$ cat src/rtl/eater_ctrl_seq_if.sv
// Sequencer-side bundle: step enable, opcode and flags in; control word and step status out.
interface eater_ctrl_seq_if;
  logic        en;
  logic [3:0]  opcode;
  logic        carry;
  logic        zero;
  logic [15:0] ctrl;
  logic [2:0]  step;
  logic        halted;
  logic        instr_done;

  modport master (
    output en, opcode, carry, zero,
    input  ctrl, step, halted, instr_done
  );

  modport slave (
    input  en, opcode, carry, zero,
    output ctrl, step, halted, instr_done
  );
endinterface

$ cat src/rtl/eater_ctrl_seq.sv
// Microcoded control sequencer for the 8-bit bus computer: microstep counter,
// halt state and the per-step 16-bit control word (HLT MI RI RO IO II AI AO EO SU BI OI CE CO J FI).
module eater_ctrl_seq #(
  parameter bit          EARLY_END = 1'b1,
  parameter int unsigned NSTEPS    = 5
) (
  input  logic            clk,
  input  logic            clr_n,
  eater_ctrl_seq_if.slave bus
);

  typedef enum logic {S_RUN, S_HALT} state_e;

  localparam logic [2:0] LAST_FIXED = 3'(NSTEPS - 1);

  state_e      r_state, w_state_nxt;
  logic [2:0]  r_step, w_step_nxt;
  logic [15:0] w_uword;
  logic [2:0]  w_last;
  logic        w_done;

  always_ff @(posedge clk or negedge clr_n) begin
    if (!clr_n) begin
      r_state <= S_RUN;
      r_step  <= '0;
    end else begin
      r_state <= w_state_nxt;
      r_step  <= w_step_nxt;
    end
  end

  // Microcode ROM; steps past an opcode's table end read as 0x0000.
  always_comb begin
    w_uword = '0;
    w_last  = 3'd1;
    case (bus.opcode)
      4'h1, 4'h4:                         w_last = 3'd3;
      4'h2, 4'h3:                         w_last = 3'd4;
      4'h5, 4'h6, 4'h7, 4'h8, 4'hE, 4'hF: w_last = 3'd2;
      default:                            w_last = 3'd1;
    endcase
    case (r_step)
      3'd0: w_uword = 16'h4004;
      3'd1: w_uword = 16'h1408;
      3'd2: begin
        case (bus.opcode)
          4'h1, 4'h2, 4'h3, 4'h4: w_uword = 16'h4800;
          4'h5:                   w_uword = 16'h0A00;
          4'h6:                   w_uword = 16'h0802;
          4'h7:                   w_uword = bus.carry ? 16'h0802 : 16'h0000;
          4'h8:                   w_uword = bus.zero  ? 16'h0802 : 16'h0000;
          4'hE:                   w_uword = 16'h0110;
          4'hF:                   w_uword = 16'h8000;
          default:                w_uword = 16'h0000;
        endcase
      end
      3'd3: begin
        case (bus.opcode)
          4'h1:    w_uword = 16'h1200;
          4'h2:    w_uword = 16'h1020;
          4'h3:    w_uword = 16'h1060;
          4'h4:    w_uword = 16'h2100;
          default: w_uword = 16'h0000;
        endcase
      end
      3'd4: begin
        case (bus.opcode)
          4'h2:    w_uword = 16'h0281;
          4'h3:    w_uword = 16'h02C1;
          default: w_uword = 16'h0000;
        endcase
      end
      default: w_uword = 16'h0000;
    endcase
  end

  assign w_done = EARLY_END ? (r_step == w_last) : (r_step == LAST_FIXED);

  always_comb begin
    w_state_nxt = r_state;
    w_step_nxt  = r_step;
    if (r_state == S_RUN && bus.en) begin
      if (bus.opcode == 4'hF && r_step == 3'd2) begin
        w_state_nxt = S_HALT;
        w_step_nxt  = '0;
      end else if (w_done) begin
        w_step_nxt = '0;
      end else begin
        w_step_nxt = r_step + 3'd1;
      end
    end
  end

  // Reset forces the word low combinationally so no bus driver survives clr_n.
  always_comb begin
    bus.ctrl       = '0;
    bus.instr_done = 1'b0;
    if (clr_n) begin
      if (r_state == S_HALT) begin
        bus.ctrl = 16'h8000;
      end else begin
        bus.ctrl       = w_uword;
        bus.instr_done = w_done;
      end
    end
  end

  assign bus.step   = r_step;
  assign bus.halted = (r_state == S_HALT);

endmodule
$ cat src/flat_wrapper.sv
// flat-port wrapper written by rule: the top's interface ports become plain ports
module eater_ctrl_seq_flat 
#(
  parameter bit          EARLY_END = 1'b1,
  parameter int unsigned NSTEPS    = 5
)
  (clk, clr_n, bus_en, bus_opcode, bus_carry, bus_zero, bus_ctrl, bus_step, bus_halted, bus_instr_done);
  eater_ctrl_seq_if bus_i ();
  input  logic clk;
  input  logic clr_n;
  input wire logic [$bits(bus_i.en)-1:0] bus_en;
  input wire logic [$bits(bus_i.opcode)-1:0] bus_opcode;
  input wire logic [$bits(bus_i.carry)-1:0] bus_carry;
  input wire logic [$bits(bus_i.zero)-1:0] bus_zero;
  output wire logic [$bits(bus_i.ctrl)-1:0] bus_ctrl;
  output wire logic [$bits(bus_i.step)-1:0] bus_step;
  output wire logic [$bits(bus_i.halted)-1:0] bus_halted;
  output wire logic [$bits(bus_i.instr_done)-1:0] bus_instr_done;
  assign bus_i.en = bus_en;
  assign bus_i.opcode = bus_opcode;
  assign bus_i.carry = bus_carry;
  assign bus_i.zero = bus_zero;
  assign bus_ctrl = bus_i.ctrl;
  assign bus_step = bus_i.step;
  assign bus_halted = bus_i.halted;
  assign bus_instr_done = bus_i.instr_done;
  eater_ctrl_seq #(.EARLY_END(EARLY_END), .NSTEPS(NSTEPS)) u_core (.clk(clk), .clr_n(clr_n), .bus(bus_i));
endmodule
$ cat config.mk
export PLATFORM = sky130hd
export DESIGN_NAME = eater_ctrl_seq_flat
export DESIGN_NICKNAME = d
export VERILOG_FILES = /design/src/rtl/eater_ctrl_seq_if.sv /design/src/rtl/eater_ctrl_seq.sv /design/src/flat_wrapper.sv
export SDC_FILE = /design/constraint.sdc
export NUM_CORES = 1
export LEC_CHECK = 0
export BUFFER_PORTS_ARGS = -buffer_cell sky130_fd_sc_hd__buf_2
export CAP_MARGIN = 20
export CORE_MARGIN = 5
export CORE_UTILIZATION = 48
export DETAILED_ROUTE_END_ITERATION = 7
export PLACE_DENSITY = 0.79
export SETUP_SLACK_MARGIN = 0.15
export SLEW_MARGIN = 20
export SYNTH_ARGS = -nofsm -noshare
export SYNTH_HDL_FRONTEND = slang
export SYNTH_SLANG_ARGS = --single-unit
$ cat constraint.sdc
create_clock -name clk -period 2.2 [get_ports clk]
set_clock_uncertainty 0.05 [all_clocks]
set_input_delay 0.33 -clock clk [delete_from_list [all_inputs] [get_ports clk]]
set_output_delay 0.33 -clock clk [all_outputs]
set_load 0.01 [all_outputs]
==> run metrics <==
First-pass DRT Iterations 4; Netlist cell types 38; power share of the sequential group 14.4%; Avg Inst Size Synth 7.29 µm²; ys async rst share 100%; H-tree levels 1; drt total wl 2280 µm; largest net degree at the start of global routing 19; crit path time final roughly 2100 ps; worst setup path category register to output port; Die Span Y approximately 50 µm; synth warn 0; syn nets between 100 and 150; antenna cell count 0; fmax 476 MHz; Final setup viols 0; Clock Tree Buf Depth 2; number of synthesized register bits 4; layout cells sized above 1 between 40% and 50%; io pins 30; Post-Syn Area about 770 µm²; clock transition at the registers of the reported paths roughly 30 ps; Initial Util 50.8%; setup tns final 0 ps; Primary FF master, synth dfrtp_1; max_slew headroom roughly four fifths; num rows 14; total die area approximately 0.0025 mm²; sw power 0.483 mW; P_leak between 0.5 and 0.6 nW; core area between 0.0015 and 0.002 mm²; sequential area share after synthesis between 10% and 20%; Arrival @ worst endpoint 1720 ps; Post-Synthesis Cells around 110; gr usage total 16.8%; sw frac 45.9%; Final Wtd Congestion approximately 0.84; internal power between 0.5 and 0.6 mW; grt ovf 0; vias in the first global route 820; nets between 150 and 200; CP Capture Type output port; DRC viols 0; Final HPWL DP ~1500 µm; Vias/cell between 5 and 6; CTS root buf clkbuf_4; Die Wd approximately 50 µm; CTS tree built; max cap viols 0; total power between 1 and 1.5 mW; via count between 800 and 900; CP Launch Type register; CTS sink cnt 4; status completed; worst path required time ~1800 ps; hold violation count in the final report 0; clk_lat worst skew around 230 ps; fin. max-slew vios 0; RSZ-0062 raised after global routing yes; Logic pwr share just under 80%; Hold WC Path Type input pin to register; first-pass GRT wire length approximately 3500 µm; slew at the pin with the worst max-slew slack between 300 and 400 ps; Post-synth EDFFs 0; PortBufs 29; pwr/cell area between 900 and 1000 mW/mm²; initial antenna violation count 0; routed len/inst 14.5 µm; area growth from synthesis to final layout 43.8%; Inserted Clock Buffers 3; antenna-violating nets left 0; crit-path max FO 3; clock network fraction of total power 8.3%; VDD IR max roughly 0.84 mV; Initial DRC Count 35; fin crit share around 96%
==> worst max-delay path: stages (launching register included) <==
cell and delay [ps]:
dfrtp_2 420, buf_6 120, o211a_1 90, or4_4 430, a31oi_4 150, and2_1 150, buf_2 140
==> Yosys cell counts (2+ instances only) <==
cell type / number / area share, %
and3_1: 4 / 3.3
o21ai_0: 3 / 2.0
ha_1: 5 / 8.2
nor2b_1: 4 / 3.3
nor2_1: 8 / 3.9
nor3_1: 8 / 5.2
a21o_1: 2 / 2.0
nand2b_1: 4 / 3.3
a31oi_1: 4 / 3.3
nand3_1: 6 / 3.9
nor4b_1: 2 / 2.3
nand2_1: 12 / 5.9
buf_4: 3 / 2.9
dfrtp_1: 4 / 13
a21oi_1: 5 / 3.3
o41ai_1: 2 / 2.3
inv_1: 6 / 2.9
clkbuf_1: 3 / 1.5
==> through the flow <==
stage	utilization [%]	cells	area [µm²]	hold WS, ps	worst slack [ps]
after global routing	73.1	157	1100	280	16.3
after CTS	67.5	155	1020	264	101
after detailed placement	60.5	146	911	109	61.3
final	73.1	157	1100	273	97.7
after global placement	60.5	146	911	106	78.8
after floorplan	-	105	766	-15.6	300
==> routing by layer <==
| metal | global-route usage [%] | share of wire (%) | up-vias |
|---|---|---|---|
| met5 | 0 | 0 | - |
| met4 | 6.99 | 0.70 | 0 |
| met3 | 1.51 | 5.2 | 2 |
| met2 | 28.0 | 54 | 23 |
| met1 | 21.9 | 41 | 415 |
| li1 | - | - | 454 |
==> state kept, by name (all words and copies together), names as in the netlist <==
name and count:
u_core.bus.step 3, u_core.bus.halted 1
==> timing repair <==
item	CTS	global route
hold endpoints to repair	4	0
endpoints found under the setup margin	10	8
pin swaps	3	2
buffers inserted	5	2
gates resized for setup	16	13
hold buffers	1	0
==> final cells by class <==
cell class	count	area [µm²]
clock buffer	3	22.5
multi-input combinational	87	681
fill	120	405
sequential	4	103
inverter	6	25.0
timing repair buffer	41	250
tap	16	20.0
==> power by group through the flow <==
stage          combinational [mW]  clock [mW]  sequential, mW
2_1_floorplan               0.376           0           0.166
3_3_place_gp                0.547           0           0.158
3_5_place_dp                0.552           0           0.160
4_1_cts                     0.685      0.0922           0.143
5_1_grt                     0.887       0.100           0.154
6_report                    0.814      0.0868           0.151
==> worst paths after layout <==
check	start	cells past startpoint	slack, ps	to
worst max-delay path	u_core.bus.step[1]	6	100	bus_instr_done
worst min-delay path	bus_en	2	270	u_core.bus.halted
worst max register to register	u_core.bus.step[1]	7	360	u_core.bus.step[1]
worst min register to register	u_core.bus.halted	1	510	u_core.bus.halted
max in group asynchronous	clr_n	2	1440	u_core.bus.step[1]
min in group asynchronous	clr_n	2	470	u_core.bus.step[2]
==> cell families (layout without fill, tap and decap cells) <==
kind of cell | Yosys count | after routing | share of synthesized area, %
and+or+nand+nor | 55 | 55 | 39.4
AOI/OAI and AO/OA | 24 | 24 | 25.3
buffers and inverters | 14 | 50 | 9.48
adders and majority gates | 5 | 5 | 8.17
DFF | 4 | 4 | 13.1
xor gates and xnor gates | 2 | 2 | 3.27
muxes | 1 | 1 | 1.31
==> cells in the final DEF (no fill, tap or decap), types with 2 or more instances in the layout <==
cell type and n:
a21o_1 2, ha_4 5, nand2_1 11, o41ai_1 2
nor2b_1 3, nor3_1 8, buf_2 27, nor2_1 7
inv_1 3, inv_2 2, nand3_1 6, o21ai_0 2
and3_1 4, a31oi_1 4, a21oi_1 5, buf_4 10
dfrtp_2 2, dfrtp_1 2, buf_6 2, clkbuf_4 4
nand2b_1 4
Power figures use the tool's default switching activity.
